`src/rtl/adc_sample_ctrl.sv`:
```
// adc_sample_ctrl: periodic CNV/SCLK/SDO sequencer for a 16-bit serial current-sense ADC.
// Build option ADC_AVG4_EN: deliver one averaged sample per four conversion frames.
module adc_sample_ctrl #(
  parameter int CLK_DIV     = 4,
  parameter int CONV_CYCLES = 40
) (
  input  logic        clk,
  input  logic        rstn,
  input  logic        enable,
  input  logic        clear_fail,
  input  logic [15:0] sample_period,
  input  logic        adc_sdo,
  output logic        adc_cnv,
  output logic        adc_sclk,
  output logic [15:0] adc_data,
  output logic        adc_data_valid,
  output logic        busy,
  output logic        overrun
);

  localparam int PH_W = (CLK_DIV > 1) ? $clog2(CLK_DIV) : 1;
  localparam int CV_W = (CONV_CYCLES > 1) ? $clog2(CONV_CYCLES) : 1;
  localparam logic [PH_W-1:0] PH_LAST = PH_W'(CLK_DIV - 1);
  localparam logic [CV_W-1:0] CV_LAST = CV_W'(CONV_CYCLES - 1);

  typedef enum logic [1:0] {IDLE, CONV, SHIFT, DONE} state_t;

  state_t          state, state_next;
  logic [15:0]     period_cnt, period_q, eff_period;
  logic            counting, frame_req, wrap, overrun_evt;
  logic [CV_W-1:0] conv_cnt, conv_cnt_next;
  logic [PH_W-1:0] ph_cnt, ph_cnt_next;
  logic [4:0]      bit_cnt, bit_cnt_next;
  logic            sclk_next, sample_bit;
  logic [15:0]     shreg;

  assign counting    = enable && (sample_period != 16'd0);
  assign frame_req   = counting && (period_cnt == 16'd0);
  assign overrun_evt = frame_req && (state != IDLE);

  // Latched period can still be zero on the very first counting cycle; fall back to the live value.
  assign eff_period = (period_q == 16'd0) ? sample_period : period_q;
  assign wrap       = ({1'b0, period_cnt} + 17'd1) >= {1'b0, eff_period};

  always_ff @(posedge clk or negedge rstn) begin
    if (!rstn) begin
      period_cnt <= 16'd0;
      period_q   <= 16'd0;
    end else if (!counting || wrap) begin
      period_cnt <= 16'd0;
      period_q   <= sample_period;
    end else begin
      period_cnt <= period_cnt + 16'd1;
    end
  end

  always_comb begin
    state_next    = state;
    conv_cnt_next = '0;
    ph_cnt_next   = '0;
    bit_cnt_next  = '0;
    sclk_next     = 1'b0;
    sample_bit    = 1'b0;
    case (state)
      IDLE: begin
        if (frame_req) state_next = CONV;
      end
      CONV: begin
        if (conv_cnt == CV_LAST) state_next = SHIFT;
        else conv_cnt_next = conv_cnt + CV_W'(1);
      end
      SHIFT: begin
        sclk_next    = adc_sclk;
        bit_cnt_next = bit_cnt;
        if (ph_cnt != PH_LAST) begin
          ph_cnt_next = ph_cnt + PH_W'(1);
        end else if (!adc_sclk) begin
          sclk_next  = 1'b1;
          sample_bit = 1'b1;
        end else begin
          sclk_next    = 1'b0;
          bit_cnt_next = bit_cnt + 5'd1;
          if (bit_cnt == 5'd15) state_next = DONE;
        end
      end
      DONE: begin
        state_next = IDLE;
      end
      default: begin
        state_next = IDLE;
      end
    endcase
  end

  // Link outputs are registered from the next state so nothing reaches a pin combinationally.
  always_ff @(posedge clk or negedge rstn) begin
    if (!rstn) begin
      state    <= IDLE;
      conv_cnt <= '0;
      ph_cnt   <= '0;
      bit_cnt  <= 5'd0;
      adc_sclk <= 1'b0;
      adc_cnv  <= 1'b0;
      busy     <= 1'b0;
      shreg    <= 16'd0;
    end else begin
      state    <= state_next;
      conv_cnt <= conv_cnt_next;
      ph_cnt   <= ph_cnt_next;
      bit_cnt  <= bit_cnt_next;
      adc_sclk <= sclk_next;
      adc_cnv  <= (state_next == CONV);
      busy     <= (state_next != IDLE);
      if (sample_bit) shreg <= {shreg[14:0], adc_sdo};
    end
  end

  always_ff @(posedge clk or negedge rstn) begin
    if (!rstn) begin
      overrun <= 1'b0;
    end else if (overrun_evt) begin
      overrun <= 1'b1;
    end else if (clear_fail) begin
      overrun <= 1'b0;
    end
  end

`ifdef ADC_AVG4_EN
  logic [17:0] acc, acc_sum;
  logic [1:0]  avg_cnt;

  assign acc_sum = acc + {2'b00, shreg};

  always_ff @(posedge clk or negedge rstn) begin
    if (!rstn) begin
      adc_data       <= 16'd0;
      adc_data_valid <= 1'b0;
      acc            <= 18'd0;
      avg_cnt        <= 2'd0;
    end else begin
      adc_data_valid <= 1'b0;
      if (!enable) begin
        acc     <= 18'd0;
        avg_cnt <= 2'd0;
      end else if (state == DONE) begin
        if (avg_cnt == 2'd3) begin
          adc_data       <= acc_sum[17:2];
          adc_data_valid <= 1'b1;
          acc            <= 18'd0;
          avg_cnt        <= 2'd0;
        end else begin
          acc     <= acc_sum;
          avg_cnt <= avg_cnt + 2'd1;
        end
      end
    end
  end
`else
  always_ff @(posedge clk or negedge rstn) begin
    if (!rstn) begin
      adc_data       <= 16'd0;
      adc_data_valid <= 1'b0;
    end else begin
      adc_data_valid <= (state == DONE);
      if (state == DONE) adc_data <= shreg;
    end
  end
`endif

endmodule

```
`config.mk`:
```
export PLATFORM = sky130hd
export DESIGN_NAME = adc_sample_ctrl
export DESIGN_NICKNAME = d
export VERILOG_FILES = /design/src/rtl/adc_sample_ctrl.sv
export SDC_FILE = /design/constraint.sdc
export NUM_CORES = 1
export LEC_CHECK = 0
export CELL_PAD_IN_SITES_DETAIL_PLACEMENT = 0
export CELL_PAD_IN_SITES_GLOBAL_PLACEMENT = 1
export CORE_MARGIN = 3
export CORE_UTILIZATION = 45
export CTS_CLUSTER_SIZE = 12
export DETAILED_ROUTE_END_ITERATION = 8
export PLACE_DENSITY_LB_ADDON = 0.1
export SYNTH_ARGS = -nofsm -noshare
export SYNTH_HDL_FRONTEND = slang
export SYNTH_SLANG_ARGS = --single-unit
```
`constraint.sdc`:
```
create_clock -name clk -period 9.1 [get_ports clk]
set_input_delay 0.91 -clock clk [delete_from_list [all_inputs] [get_ports clk]]
set_output_delay 0.91 -clock clk [all_outputs]
set_load 0.03 [all_outputs]
```
---- Yosys cells after proc, flatten, opt, wreduce, memory -nomap -nowiden ----
Index checks and enable logic that the tools add are counted.
storage, ports and cells
  input port bits ......................... 21
  output and inout bits ................... 21
  register bits ........................... 84
  word-level logic and storage cells ...... 63
cells by class
  $lt $le $gt $ge ......................... 1
  equal/unequal tests ..................... 9
  mux-type cells .......................... 22
  reductions and logical operators ........ 13
  add/sub/neg operators ................... 5
operators with widths
  operator                 number
  $logic_not A16 Y1        2
  $mux W16                 2
  $add A16 B1 Y17 const B  1
  $ge A17 B16 Y1           1
  $add A16 B1 Y16 const B  1
  $reduce_bool A16 Y1      1
  $mux W5                  3
  $mux W2                  7
  $mux W6                  2
  $pmux W2 S4              1
  $mux W1                  7
  $add A6 B1 Y6 const B    1
  $eq A6 B6 Y1 const B     1
  $ne A2 B2 Y1 const B     3
  $reduce_bool A2 Y1       3
  $add A5 B1 Y5 const B    1
  $eq A5 B4 Y1 const B     1
  $eq A2 B1 Y1 const B     2
  $eq A2 B2 Y1 const B     2
  $logic_and A1 B1 Y1      3
  $add A2 B1 Y2 const B    1
  $logic_not A2 Y1         1
  $reduce_and A2 Y1        1
  $logic_not A1 Y1         1
  $logic_or A1 B1 Y1       1

---- Depth between registers and ports, before layout ----
Gate-level depths: netlist of the first run.
  depth after elaboration ................. 6
  depth in mapped cells ................... 12
  mapped depth without buffers ............ 11

---- Worst setup path before layout of the first run ----
OpenSTA, ideal clock, no wires.
  path type ............................... reg2reg
  start ................................... register period_q[3]
  end ..................................... register period_q[0]
  arrival time ............................ 3.093 ns
  clock period less this slack ............ 3.223 ns
  path buffers ............................ 3
  slack ................................... 5.877 ns
  cell stages (with the launch flop) ...... 13
  data required time ...................... 8.970 ns
  library setup time ...................... 0.130 ns
  path through ............................ dfrtp_1 -> nor4_1 -> and4_1 -> clkbuf_1 -> clkbuf_1 -> a21oi_1 -> ha_1 -> a21oi_1 -> o21ai_0 -> a2111o_1 -> a2111oi_4 -> buf_2 -> o32ai_1
between the ends
  word-level cells in the longest chain between the ends .. 4
ends and longest elaborated chain
  element                   RTL line  source
  start: declaration        29        logic [15:0] period_cnt, period_q, eff_period;
  start signal: assignment  51        period_q <= sample_period;
  $logic_not A16 Y1         42        assign eff_period = (period_q == 16'd0) ? sample_period : period_q;
  $mux W16 *                42
  $ge A17 B16 Y1 *          43        assign wrap = ({1'b0, period_cnt} + 17'd1) >= {1'b0, eff_period};
  $logic_or A1 B1 Y1 *      49        end else if (!counting || wrap) begin
Every way passes the cells marked *; elsewhere a longest branch is shown, timed or not.
A chain may end at the register's enable or synchronous reset.

---- Worst setup path after layout of the first run ----
  start ................................... register period_cnt[0]
  end ..................................... register period_q[9]
between the ends
  word-level cells in the longest chain between the ends .. 3
ends and longest elaborated chain
  element                   RTL line  source
  start: declaration        29
  start signal: assignment  53        period_cnt <= period_cnt + 16'd1;
  $add A16 B1 Y17           43
  $ge A17 B16 Y1            43
  $logic_or A1 B1 Y1        49
No other way between the ends.

==> results of run 1 <==
worst reg2reg max path, cell delays in order, from the launching register on:
cell and delay (ps):
dfrtp_1 500, ha_1 260, nand2_1 130, nor4_1 470
nand3_1 160, xnor2_1 250, ha_1 310, nand4_1 130
nor4_1 60, a311o_2 590, a2111oi_4 940, o32ai_1 240
per-stage QoR:
stage	cell area (sq um)	hold WS, ps	setup WS [ps]	std cells
2_1_floorplan	4220	415.0	5877	376
3_3_place_gp	4698	428.6	5091	512
3_5_place_dp	4698	439.3	4943	512
4_1_cts	4891	453.5	4935	528
5_1_grt	4891	476.0	4572	528
6_report	4891	447.9	4908	528
power breakdown:
part           internal, mW  leakage, nW  switching, mW
clock network         0.112       0.0994          0.147
logic                0.0304        0.989         0.0414
registers             0.383         1.12        0.00931
total                 0.525         2.21          0.198
flip-flops by register name, summed over array words and instances, names as in the netlist, 2 cells and up:
name,cells
bit_cnt,5
conv_cnt,6
period_q,16
adc_data,16
shreg,16
ph_cnt,2
period_cnt,16
state,2
final timing paths:
kind	from	endpoint	depth (start not counted)
max in group asynchronous	rstn	period_cnt[10]$_DFF_PN0_	1
min in group asynchronous	rstn	conv_cnt[4]$_DFF_PN0_	1
worst max register to register	period_cnt[0]$_DFF_PN0_	period_q[9]$_DFFE_PN0P_	11
worst min-delay path	ph_cnt[0]$_DFF_PN0_	ph_cnt[0]$_DFF_PN0_	1
worst min register to register	ph_cnt[0]$_DFF_PN0_	ph_cnt[0]$_DFF_PN0_	1
worst max-delay path	period_cnt[0]$_DFF_PN0_	period_q[9]$_DFFE_PN0P_	11
cell usage in the layout (no fill, tap or decap), types with 11 or more instances in the layout:
master	instances
dfrtp_1	84
clkdlybuf4s50_1	40
mux2_2	32
inv_1	24
o21ai_0	22
ha_1	22
nor2_1	20
a21oi_1	19
o32ai_1	16
nor3b_1	15
nand2_1	14
xor2_1	11
xnor2_1	11
layout make-up:
type	instances	share of cell area, %
Sequential cell	84	42.98
Multi-Input combinational cell	253	39.83
Timing Repair Buffer	43	8.647
Clock buffer	10	2.814
Tap cell	108	2.763
Inverter	24	1.842
Clock inverter	6	1.126
layer usage:
metal	GRT usage, %	part of all wire (%)	up-vias	wire length (um)
met5	0	0	-	0
met4	5.478	1.4	0	119
met3	4.060	4.2	11	372
met2	28.65	47	60	4153
met1	25.18	47	1459	4139
li1	-	-	1457	-
logic make-up (layout without fill, tap and decap cells):
family	after synthesis	in the layout	share of synthesized area (%)
muxes	32	32	8.538
and+or+nand+nor	104	104	14.14
DFF	84	84	49.81
buffers and inverters	39	83	4.032
adders and majority gates	22	22	6.522
AOI/OAI and AO/OA	73	73	12.39
xor gates and xnor gates	22	22	4.566
==> out/metrics.cfg, run 1 <==
[die]
dieWidth_um = 102.8
die_area_sq_um = 10580
num_io_pins = 42
start_util_pct = 47.24
core_area_sq_um = 8934
die_h_um = 102.8
fp-row-count = 34

[final_layout]
area_growth_syn_to_layout_pct = 15.89
fin_util_pct = 54.75
antennaDiodeCount = 0
drive_gt1_share_pct = 13.81
seq_area_sq_um = 2102
n_fill_cell = 805
multi_input_area_sq_um = 1948
fin_nets = 458

[logic_synthesis]
synth_ff_type = dfrtp_1
yosys.cell_count.top_type = dfrtp_1
yosysTopAreaCellShare_pct = 49.81
ys_seq_area_share_pct = 49.81
synth.distinct_cells = 41
synthesis.area_sq_um = 4220
yosysTopAreaCell = dfrtp_1
syn_inst = 376
synth-seq-cells = 84
syn_nets = 419
ys.warnings.count = 0
syn_area_per_cell_sq_um = 11.22
ys_top_cells_by_area = dfrtp_1, mux2_2, ha_1, o32ai_1, nor3b_1
synth-edff-count = 0
async_reset_ff_share_pct = 100.0
synth_commonest_cells = dfrtp_1, mux2_2, inv_1

[cts]
clk_latency_ps = 360
cts_resized = 0
cts_tree = built
post_cts_buffers = 0
clock_sinks = 84
clk_pin_slew_worst_paths_ps = 100
clockBufferDepth = 2
cts_root_buf = clkbuf_8
htreeDepth = 3
holdBufCountCts = 0
cts_made_buffers = 9

[drt]
antenna_left = 0
viasPerCell = 5.657
route.detailed.drc = 0
wire_per_inst_um = 16.64
first_pass_iters = 4
drtIter0Drc = 222
vias = 2987
drt-total-wl_um = 8784

[sta]
finalMaxSlewViolations = 0
fin_crit_ps = 4192
fin_crit_sh_pct = 46.06
finalSetupTns_ps = 0
rsz0062_at_grt = false
finalHoldViolations = 0
slew_headroom_pct = 29.09
setup-violations-final = 0
fin_skew_ps = 17.81
worst_pin_slew_ps = 1064
max_freq_ghz = 0.2386

[power]
peakVddDrop_uv = 75.16
power.total_mw = 0.7232
leakagePower_nw = 2.212
p_per_area_nw_per_um2 = 147.9

[job]
maxCapViolCount = 0

[place]
port_buffers = 41
gp_congestion = 0.8514
dpl.hpwl_um = 6146

[global_routing]
antenna_found_initial = 0
grt_pass1_wl_um = 15120
grt.total_usage_pct = 18.15
grt_pass1_vias = 3085
grt_start_max_net_pins = 85
grt_overflow = 0

[hold_path]
hp-class = flip-flop to flip-flop

[worst_setup_path]
start_kind = flip-flop
cp.buffers_inverters = 0
crit_required_ps = 9280
slowest_stage = a2111oi_4
r2r_setup_slack_ps = 4910
slowest_delay_ps = 940
cp.arrival_ps = 4370
crit_type = flip-flop to flip-flop
critPathCaptureType = flip-flop
worst-path-max-fanout = 24
crit_chain = ha_1 -> nand2_1 -> nor4_1 -> nand3_1 -> xnor2_1 -> ha_1 -> nand4_1 -> nor4_1 -> a311o_2 -> a2111oi_4 -> o32ai_1
cpLargestDelayFamily = compound AO/OA/AOI/OAI gates

[outcome]
status = completed

Power figures use the tool's default switching activity.
==> inputs of run 2 (changes only) <==
- clock period: 9.1 -> 4.4 ns (I/O delays scaled with it)
==> out/metrics.cfg, run 2 (same netlist as run 1, synthesis figures left out) <==
[outcome]
status = completed  ; unchanged

[worst_setup_path]
cpLargestDelayFamily = compound AO/OA/AOI/OAI gates  ; unchanged
slowest_delay_ps = 590  ; was 940 ps
cp.arrival_ps = 4010  ; was 4370 ps
crit_required_ps = 4660  ; was 9280 ps
reg2reg_depth = 11  ; unchanged
worst-path-max-fanout = 17  ; was 24
start_kind = flip-flop  ; unchanged
r2r_setup_slack_ps = 650  ; was 4910 ps
cp.buffers_inverters = 2  ; was 0
critPathCaptureType = flip-flop  ; unchanged
reg2reg_to = period_cnt[4]$_DFF_PN0_  ; was period_q[9]$_DFFE_PN0P_
slowest_stage = a221o_1  ; was a2111oi_4
r2r_start = period_q[11]$_DFFE_PN0P_  ; was period_cnt[0]$_DFF_PN0_
crit_chain = nor4_1 -> and4_1 -> buf_4 -> a21oi_1 -> ha_1 -> a21oi_1 -> o21ai_0 -> a2111o_1 -> a221o_1 -> buf_4 -> nor3b_1  ; was ha_1 -> nand2_1 -> nor4_1 -> nand3_1 -> xnor2_1 -> ha_1 -> nand4_1 -> nor4_1 -> a311o_2 -> a2111oi_4 -> o32ai_1
crit_type = flip-flop to flip-flop  ; unchanged

[drt]
wire_per_inst_um = 17.01  ; was 16.64 um
drt-total-wl_um = 9032  ; was 8784 um
vias = 2990  ; was 2,987
viasPerCell = 5.631  ; was 5.657
antenna_left = 0  ; unchanged
drtIter0Drc = 158  ; was 222
first_pass_iters = 4  ; unchanged
route.detailed.drc = 0  ; unchanged

[die]
core_area_sq_um = 8934  ; unchanged
dieWidth_um = 102.8  ; unchanged
fp-row-count = 34  ; unchanged
start_util_pct = 47.24  ; unchanged
die_h_um = 102.8  ; unchanged
die_area_sq_um = 10580  ; unchanged
num_io_pins = 42  ; unchanged

[place]
dpl.hpwl_um = 6173  ; was 6146 um
dp.cells = 515  ; was 512
gp_congestion = 0.8052  ; was 0.8514
dpl_worst_slack_ps = 764.9  ; was 4943 ps
port_buffers = 41  ; unchanged

[power]
swShare_pct = 27.21  ; was 27.38%
p_per_area_nw_per_um2 = 298.7  ; was 147.9 nW/um^2
power_switching_mw = 0.3973  ; was 0.1980 mW
power.total_mw = 1.460  ; was 0.7232 mW
p_seq_share_pct = 55.5  ; was 54.2%
peakVddDrop_uv = 153.6  ; was 75.16 uV
clock_power_share_pct = 34.2  ; was 35.9%
p_int_mw = 1.063  ; was 0.5251 mW
leakagePower_nw = 2.208  ; was 2.212 nW
comb_power_share_pct = 10.4  ; was 9.9%

[global_routing]
antenna_found_initial = 0  ; unchanged
grt_start_max_net_pins = 85  ; unchanged
grt_overflow = 0  ; unchanged
grt_pass1_vias = 3114  ; was 3,085
grt.total_usage_pct = 18.98  ; was 18.15%
grt_pass1_wl_um = 15590  ; was 15,120 um

[final_layout]
n_fill_cell = 820  ; was 805
fin_nets = 461  ; was 458
fin_cells = 531  ; was 528
antennaDiodeCount = 0  ; unchanged
drive_gt1_share_pct = 13.95  ; was 13.81%
area_growth_syn_to_layout_pct = 15.86  ; was 15.89%
final_common_cell = dfrtp_1  ; unchanged
layout_common_cells = dfrtp_1, clkdlybuf4s50_1, mux2_2, inv_1  ; unchanged

[cts]
clk_pin_slew_worst_paths_ps = 90  ; was 100 ps
htreeDepth = 3  ; unchanged
cts_made_buffers = 9  ; unchanged
holdBufCountCts = 0  ; unchanged
cts_tree = built  ; unchanged
clk_latency_ps = 350  ; was 360 ps
cts_resized = 0  ; unchanged
clockBufferDepth = 2  ; unchanged
post_cts_buffers = 0  ; unchanged
cts_root_buf = clkbuf_8  ; unchanged
clock_sinks = 84  ; unchanged

[sta]
worst_slack_ps = 647.9  ; was 4908 ps
worst_pin_slew_ps = 1087  ; was 1064 ps
rsz0062_at_grt = false  ; unchanged
finalMaxSlewViolations = 0  ; unchanged
slew_headroom_pct = 27.56  ; was 29.09%
finalHoldViolations = 0  ; unchanged
setup-violations-final = 0  ; unchanged
fin_crit_ps = 3752  ; was 4192 ps
fin_hold_ws_ps = 254.5  ; was 447.9 ps
finalSetupTns_ps = 0  ; unchanged
fin_skew_ps = 10.26  ; was 17.81 ps
fin_crit_sh_pct = 85.27  ; was 46.06%
max_freq_ghz = 0.2665  ; was 0.2386 GHz

[hold_path]
hp-class = primary input to asynchronous set/reset pin  ; was flip-flop to flip-flop

[job]
maxCapViolCount = 0  ; unchanged

-- run 2: changes by cell type in the layout (fill, tap and decap cells not counted) --
cell / previous run / this run
buf_4: 3 / 6
clkbuf_1: 0 / 2
clkbuf_8: 10 / 9
clkinv_2: 0 / 1
clkinv_4: 3 / 1
clkinvlp_4: 0 / 2
inv_6: 2 / 1
inv_8: 1 / 0
-- run 2: layer usage --
metal	part of all wire, %	GRT usage, %
met1	49	27.36
met4	1.3	6.076
met2	46	28.95
met5	0	0
met3	3.8	3.789
-- run 2: final cells by class --
class                   instances  area, sq um  area share [%]
clock buffers                  11        131.4           2.687
flip-flops and latches         84         2102           42.99
repair buffers                 46        445.4           9.110
multi-input cells             253         1948           39.84
clock inverters                 5        37.54          0.7677
well taps                     108        135.1           2.764
inverters                      24        90.09           1.842
-- run 2: worst max-delay path by stage --
stage / slack [ps] / to / cells past startpoint / start
finish: 650 / period_cnt[4]$_DFF_PN0_ / 11 / period_q[11]$_DFFE_PN0P_
global route: 320 / period_q[12]$_DFFE_PN0P_ / 12 / period_cnt[0]$_DFF_PN0_
CTS: 700 / period_q[13]$_DFFE_PN0P_ / 12 / period_cnt[0]$_DFF_PN0_
detailed placement: 760 / period_q[13]$_DFFE_PN0P_ / 12 / period_cnt[0]$_DFF_PN0_
global placement: 830 / period_cnt[8]$_DFF_PN0_ / 11 / period_q[11]$_DFFE_PN0P_
floorplan: 1180 / period_q[0]$_DFFE_PN0P_ / 12 / period_q[3]$_DFFE_PN0P_
-- run 2: worst reg2reg max path, cell delays in order, from the launching register on --
cell and delay, ps:
dfrtp_1 400, nor4_1 520, and4_1 300, buf_4 160, a21oi_1 80, ha_1 310
a21oi_1 140, o21ai_0 120, a2111o_1 490, a221o_1 590, buf_4 330, nor3b_1 230
-- run 2: stage by stage --
stage | util, % | area [sq um]
finish | 54.73 | 4890
floorplan | - | 4220
global route | 54.73 | 4890
detailed placement | 52.84 | 4721
CTS | 54.73 | 4890
global placement | 52.84 | 4721
-- run 2: power by group through the flow --
stage	Clock, mW	Sequential (mW)	Combinational (mW)
6_report	0.499	0.810	0.151
5_1_grt	0.557	0.813	0.172
4_1_cts	0.518	0.810	0.153
3_5_place_dp	0	0.825	0.153
3_3_place_gp	0	0.825	0.150
2_1_floorplan	0	0.823	0.0858
